**config.mk**
```make
export PLATFORM = sky130hd
export DESIGN_NAME = prbs_gen
export DESIGN_NICKNAME = d
export VERILOG_FILES = /design/src/rtl/prbs_pkg.sv /design/src/rtl/prbs_unroll.sv /design/src/rtl/prbs_gen.sv
export SDC_FILE = /design/constraint.sdc
export NUM_CORES = 1
export LEC_CHECK = 0
export CAP_MARGIN = 40
export CORE_MARGIN = 2
export CORE_UTILIZATION = 45
export CTS_CLUSTER_DIAMETER = 200
export DETAILED_ROUTE_END_ITERATION = 10
export GPL_TIMING_DRIVEN = 0
export PLACE_DENSITY = 0.75
export SLEW_MARGIN = 20
export SYNTH_ARGS = -nofsm -noshare
export SYNTH_HDL_FRONTEND = slang
export SYNTH_SLANG_ARGS = --single-unit
```
**constraint.sdc**
```tcl
create_clock -name clk -period 1.5 [get_ports clk]
set_input_delay 0.3 -clock clk [delete_from_list [all_inputs] [get_ports clk]]
set_output_delay 0.3 -clock clk [all_outputs]
set_load 0.005 [all_outputs]
```
**src/rtl/prbs_pkg.sv**
```systemverilog
// rtl/prbs_pkg.sv - shared PRBS tap masks, default seeds and single-step LFSR function
package prbs_pkg;

    // Tap masks for a right-shifting Fibonacci LFSR: bit 0 plus the reciprocal tap.
    localparam logic [6:0]  PRBS7_POLY  = 7'h03;
    localparam logic [8:0]  PRBS9_POLY  = 9'h011;
    localparam logic [14:0] PRBS15_POLY = 15'h0003;
    localparam logic [22:0] PRBS23_POLY = 23'h00_0021;
    localparam logic [30:0] PRBS31_POLY = 31'h0000_0009;

    localparam logic [6:0]  PRBS7_SEED  = '1;
    localparam logic [8:0]  PRBS9_SEED  = '1;
    localparam logic [14:0] PRBS15_SEED = '1;
    localparam logic [22:0] PRBS23_SEED = '1;
    localparam logic [30:0] PRBS31_SEED = '1;

    localparam int unsigned PRBS_MAX_W = 64;

    // Operates on a 64-bit container; the caller truncates the result to its width.
    function automatic logic [PRBS_MAX_W-1:0] prbs_step(
        input logic [PRBS_MAX_W-1:0] s,
        input logic [PRBS_MAX_W-1:0] poly,
        input int unsigned           width
    );
        logic f;
        f = ^(s & poly);
        return (s >> 1) | ({{(PRBS_MAX_W-1){1'b0}}, f} << (width - 1));
    endfunction

endpackage

```
**src/rtl/prbs_unroll.sv**
```systemverilog
// rtl/prbs_unroll.sv - combinational OUT_W-step LFSR unroll with per-step states
module prbs_unroll
    import prbs_pkg::*;
#(
    parameter int unsigned      WIDTH = 5,
    parameter logic [WIDTH-1:0] POLY  = 5'b00101,
    parameter int unsigned      OUT_W = 1
) (
    input  logic [WIDTH-1:0]       i_state,
    output logic [WIDTH-1:0]       o_state,
    output logic [OUT_W-1:0]       o_bits,
    output logic [OUT_W*WIDTH-1:0] o_mids
);

    logic [WIDTH-1:0] w_chain [0:OUT_W];

    assign w_chain[0] = i_state;

    for (genvar k = 0; k < OUT_W; k++) begin : g_step
        assign w_chain[k+1] = WIDTH'(prbs_step(PRBS_MAX_W'(w_chain[k]),
                                               PRBS_MAX_W'(POLY), WIDTH));
        assign o_bits[k]                = w_chain[k][0];
        assign o_mids[k*WIDTH +: WIDTH] = w_chain[k+1];
    end

    assign o_state = w_chain[OUT_W];

endmodule

```
**src/rtl/prbs_gen.sv**
```systemverilog
// rtl/prbs_gen.sv - parametrised Fibonacci PRBS generator, OUT_W bits per enabled cycle
// Optional error injection on dout[0] when PRBS_GEN_ERR_INJ_EN is defined.
module prbs_gen
    import prbs_pkg::*;
#(
    parameter int unsigned      WIDTH = 5,
    parameter logic [WIDTH-1:0] POLY  = 5'b00101,
    parameter logic [WIDTH-1:0] SEED  = 5'b11110,
    parameter int unsigned      OUT_W = 1
) (
    input  logic             clk,
    input  logic             rst_n,
    input  logic             en,
    input  logic             load,
    input  logic [WIDTH-1:0] seed_in,
`ifdef PRBS_GEN_ERR_INJ_EN
    input  logic             err_inj,
`endif
    output logic [OUT_W-1:0] dout,
    output logic             dout_valid,
    output logic [WIDTH-1:0] state_o,
    output logic             lockup,
    output logic             wrap
);

    logic [WIDTH-1:0]       r_state;
    logic [WIDTH-1:0]       r_start;
    logic [OUT_W-1:0]       r_dout;
    logic                   r_valid;
    logic                   r_lockup;
    logic                   r_wrap;

    logic [WIDTH-1:0]       w_next;
    logic [OUT_W-1:0]       w_bits;
    logic [OUT_W*WIDTH-1:0] w_mids;
    logic                   w_hit;
    logic                   w_seed_zero;
    logic [WIDTH-1:0]       w_load_val;
    logic [OUT_W-1:0]       w_inj;

    prbs_unroll #(
        .WIDTH (WIDTH),
        .POLY  (POLY),
        .OUT_W (OUT_W)
    ) u_unroll (
        .i_state (r_state),
        .o_state (w_next),
        .o_bits  (w_bits),
        .o_mids  (w_mids)
    );

    // Any post-step state matching the start register means the period closed.
    always_comb begin
        w_hit = 1'b0;
        for (int k = 0; k < OUT_W; k++) begin
            if (w_mids[k*WIDTH +: WIDTH] == r_start) begin
                w_hit = 1'b1;
            end
        end
    end

    assign w_seed_zero = ~|seed_in;
    assign w_load_val  = w_seed_zero ? SEED : seed_in;

`ifdef PRBS_GEN_ERR_INJ_EN
    assign w_inj = OUT_W'(err_inj);
`else
    assign w_inj = '0;
`endif

    always_ff @(posedge clk or negedge rst_n) begin
        if (!rst_n) begin
            r_state  <= SEED;
            r_start  <= SEED;
            r_dout   <= '0;
            r_valid  <= 1'b0;
            r_lockup <= 1'b0;
            r_wrap   <= 1'b0;
        end else if (load) begin
            r_state  <= w_load_val;
            r_start  <= w_load_val;
            r_lockup <= w_seed_zero;
            r_valid  <= 1'b0;
            r_wrap   <= 1'b0;
        end else if (en) begin
            // Injection touches only the output word; the LFSR keeps the clean sequence.
            r_state  <= w_next;
            r_dout   <= w_bits ^ w_inj;
            r_valid  <= 1'b1;
            r_wrap   <= w_hit;
        end else begin
            r_valid  <= 1'b0;
            r_wrap   <= 1'b0;
        end
    end

    assign dout       = r_dout;
    assign dout_valid = r_valid;
    assign state_o    = r_state;
    assign lockup     = r_lockup;
    assign wrap       = r_wrap;

endmodule

```
* Word level (Yosys, flattened, before mapping)
Cells that the tools add are included.
** Storage, ports and cells
- Register bits after elaboration :: 14
** Operators by class
- Equality and inequality tests :: 1
- Multiplexer cells :: 8
- Bitwise gates (word level) :: 2
- Reductions and logical operators :: 5
** Operators with widths (number)
- 64-bit parity :: 1
- 5-bit two-way mux :: 3
- 5-bit equality test :: 1
- 1-bit two-way mux :: 5
- 4-bit by 5-bit OR with 5-bit output :: 1
- 5-bit OR reduction :: 1
- 2-bit AND reduction :: 1
- 2-bit nonzero test :: 1
- 1-bit zero test :: 1
- 1-bit inverter :: 1

* Longest topological paths before layout
- Word-level depth :: 6
- Depth in mapped cells :: 4
- Gate-level depth less buffers :: 3

* Modules after synthesis
Synthesis repeated with hierarchy kept, for this count alone.
** Unflattened totals
- Cells, all modules :: 71
- Area, all modules :: 755.7 sq um
** By module, submodules not included
- prbs_gen :: times used 1, cells an instance 60, area an instance 671.9 sq um
- prbs_unroll :: times used 1, cells an instance 11, area an instance 83.8 sq um

* Worst setup path after synthesis
Ideal clock, no wire load.
- Kind :: register to register
- From :: register r_start[4]
- To :: register r_wrap, in the netlist wrap
- Data arrival time :: 0.997 ns
- Path slack :: 0.426 ns
- Cell stages (with the launch flop) :: 4
- Period minus slack after synthesis :: 1.074 ns
- Cell sequence :: dfstp_2 > xor2_1 > or3_1 > a21oi_1
** Between the ends
- Word-level cells in the longest chain between the ends :: 4
** Ends and longest elaborated chain
- start, declared :: RTL line prbs_gen.sv:27 : logic [WIDTH-1:0] r_start;
- start signal, assigned :: RTL line prbs_gen.sv:81 : r_start <= w_load_val;
- 5-bit equality test :: RTL line prbs_gen.sv:56 : if (w_mids[k*WIDTH +: WIDTH] == r_start) begin
- 1-bit two-way mux :: RTL line prbs_gen.sv:56
- 1-bit two-way mux :: RTL line prbs_gen.sv:85 : end else if (en) begin
- 1-bit two-way mux :: RTL line prbs_gen.sv:79 : end else if (load) begin
- end signal, assigned :: RTL line prbs_gen.sv:90 : r_wrap <= w_hit;
- end, declared :: RTL line prbs_gen.sv:31 : logic r_wrap;
Every way passes these cells.
A chain may end at the register's enable or synchronous reset.

* Worst setup path after layout
- From :: register r_lockup, in the netlist lockup
- To :: output port lockup
** RTL lines
- start, declared :: RTL line prbs_gen.sv:30 : logic r_lockup;
- start signal, assigned :: RTL line prbs_gen.sv:82 : r_lockup <= w_seed_zero;
- end, declared :: RTL line prbs_gen.sv:22 : output logic lockup,
No word-level cell between the ends.

==> results_dict.tcl <==
set metrics [dict create \
    synth_edf_count 0 \
    syn_to_final_growth_pct 38.15 \
    rows 13 \
    max_cap_violations 0 \
    postCtsHoldBufs 0 \
    wirelength_um 1380 \
    ir_drop_uv 674.8 \
    cts_tree "done" \
    crit_cells 1 \
    antenna_found_initial 0 \
    async_flop_share_pct 100.0 \
    hold_path_depth 2 \
    max_stage_delay_ns 0.50 \
    fp.dieH_um 41.99 \
    final.min_clock_period_ns 1.439 \
    clock-sinks 14 \
    drt-pass1-iter-count 4 \
    ys_ff_latch 14 \
    max_slew_margin_pct 58.13 \
    netlist_area_um2 649.4 \
    drt_iter0_drc 12 \
    die_w_um 41.99 \
    crit_family "buffers and inverters" \
    place.port_buffers 16 \
    path_clk_slew_ns 0.08 \
    syn_area_per_cell_um2 10.65 \
    end_kind "output pin" \
    drive_gt1_share_pct 26.74 \
    worst_slew_pin_slew_ns 0.6260 \
    yosysWarnings 0 \
    worstSkewPairLatency_ns 0.29 \
    critPathRequiredTime_ns 1.20 \
    ff2ff_path_depth 4 \
    die_area_um2 1763 \
    tns_ns 0 \
    final_nets 96 \
    start_util_pct 49.29 \
    timing.final.crit_share_pct 95.91 \
    cp-startpoint "lockup$_DFFE_PN0P_" \
    cts_buffers 3 \
    r2r_start "state_o[0]$_DFFE_PN0P_" \
    ys_types 20 \
    cts-root-buf "clkbuf_4" \
    fillers 97 \
    fin_worst_skew_ns 0.0005660 \
    post-place-ws_ns -0.04497 \
    arrival_ns 1.14 \
    drv_slew 0 \
    status "finished clean" \
    path_max_fanout 2 \
    min-delay-start "en" \
    post_drt_wl_per_cell_um 13.66 \
    cts_htree_levels 1 \
    ys_seq_area_share_pct 55.49 \
    cp_num_buf_inv 1 \
    grt_first_pass_wirelength_um 2366 \
    ant_nets 0 \
    grt_max_degree 15 \
    drc_errors 0 \
    synth_nets 70 \
    grt_use_total_pct 18.38 \
    setup_viol 0 \
    critPathKind "flip-flop to output pin" \
    fmax_ghz 0.6951 \
    antenna_cells 0 \
    syn_inst 61 \
    yosys_most_used_dff "dfstp_2" \
    finalHoldViolCount 0 \
    rsz0062_at_grt "false" \
    grt_pass1_vias 554 \
    ios 18 \
    setup_ws_ns 0.06142 \
    gp_congestion 0.7174 \
    slowest_stage "clkdlybuf4s50_1" \
    start_kind "flip-flop" \
    hold_class "input port to flip-flop" \
    vias 543 \
    crit_chain "clkdlybuf4s50_1" \
    p_leak_nw 0.3765 \
    gr-total-overflow 0 \
    cts_buffer_depth 2 \
    viasPerCell 5.376 \
    power_density_nw_per_um2 1033 \
    core-area_um2 1318 \
]
[registers in the layout, indices dropped and copies added, names as in the netlist]
signal	cells
r_start	5
state_o	5
dout	1
dout_valid	1
lockup	1
wrap	1
[power by group]
| group | internal [mW] | total [mW] | switching (mW) |
|---|---|---|---|
| sequential | 0.430 | 0.452 | 0.0214 |
| clock | 0.148 | 0.278 | 0.130 |
| combinational | 0.111 | 0.197 | 0.0858 |
[kinds of logic after synthesis]
logic type	count (synthesis)	share of synthesized area (%)
compound gates	16	13.49
xor+xnor	5	6.745
mux	3	4.817
flops	14	55.49
simple gates	17	14.64
buf+inv	6	4.815
[routing by layer]
layer  global-route usage [%]  wire (µm)  up-vias  part of all wire [%]
met5                        0          0        -                     0
met1                    20.44        593      262                    43
met4                    14.19         29        0                   2.1
li1                         -          -      261                     -
met2                    30.63        701       16                    51
met3                    3.448         56        4                   4.1
[worst paths after layout]
path,slack [ns],endpoint
setup / recovery,0.06,lockup
setup reg to reg,0.22,wrap$_DFF_PN0_
hold / removal,0.38,dout_valid$_DFF_PN0_
min in group asynchronous,0.39,wrap$_DFF_PN0_
hold reg to reg,0.52,dout$_DFFE_PN0P_
max in group asynchronous,0.67,state_o[0]$_DFFE_PN0P_
[Yosys cell counts, drive strengths merged (2+ instances only)]
| library cell | count | share of area [%] |
|---|---|---|
| o21ai | 12 | 9.2 |
| dfstp | 8 | 32 |
| nor2b | 7 | 7.1 |
| dfrtp | 6 | 23 |
| a211oi | 3 | 3.5 |
| buf | 3 | 3.1 |
| inv | 3 | 1.7 |
| nor2 | 3 | 1.7 |
| xnor2 | 3 | 4.0 |
| mux2i | 2 | 3.1 |
| nand2 | 2 | 1.2 |
| nor4 | 2 | 1.9 |
| xor2 | 2 | 2.7 |
[what timing repair did]
action / CTS / global route
setup endpoints to repair: 5 / 0
setup buffers: 5 / 0
gates resized for setup: 6 / 0
[cells in the final DEF, fill, tap and decap left out, types with 2 or more instances in the layout]
cell type / instances
o21ai_0: 12
clkdlybuf4s50_1: 11
dfstp_2: 8
buf_4: 7
nor2b_1: 6
dfrtp_1: 5
dlygate4sd2_1: 5
xnor2_1: 3
a211oi_1: 3
nor2_1: 3
inv_1: 3
clkbuf_4: 3
xor2_1: 2
nor4_1: 2
nand2_1: 2
mux2i_1: 2
[worst register-to-register path: cells and delay by family (launching register included)]
kind | cells | cell delay (ns)
flops | 1 | 0.41
simple gates | 1 | 0.31
xor+xnor | 1 | 0.17
buf+inv | 1 | 0.15
compound gates | 1 | 0.15
[per-stage QoR]
stage                     utilization [%]  cells  hold slack (ns)  cell area (µm²)  total power, mW
after global routing                68.09    101           0.3776            897.1           0.9674
after detailed placement            62.87     92           0.4716            828.3           0.6426
final                               68.09    101           0.3772            897.1           0.9267
after floorplan                         -     61         0.004409            649.4           0.5442
after global placement              62.87     92           0.4687            828.3           0.6344
after CTS                           68.09    101           0.3746            897.1           0.9286
[cell type report]
type	instances	area [µm²]	share of cell area, %
Inverter	3	11.26	1.255
Tap cell	15	18.77	2.092
Sequential cell	14	361.6	40.31
Buffer	3	20.02	2.232
Multi-Input combinational cell	41	257.7	28.73
Timing Repair Buffer	21	191.4	21.34
Clock buffer	4	36.28	4.045
(Power assumes the default switching activity.)
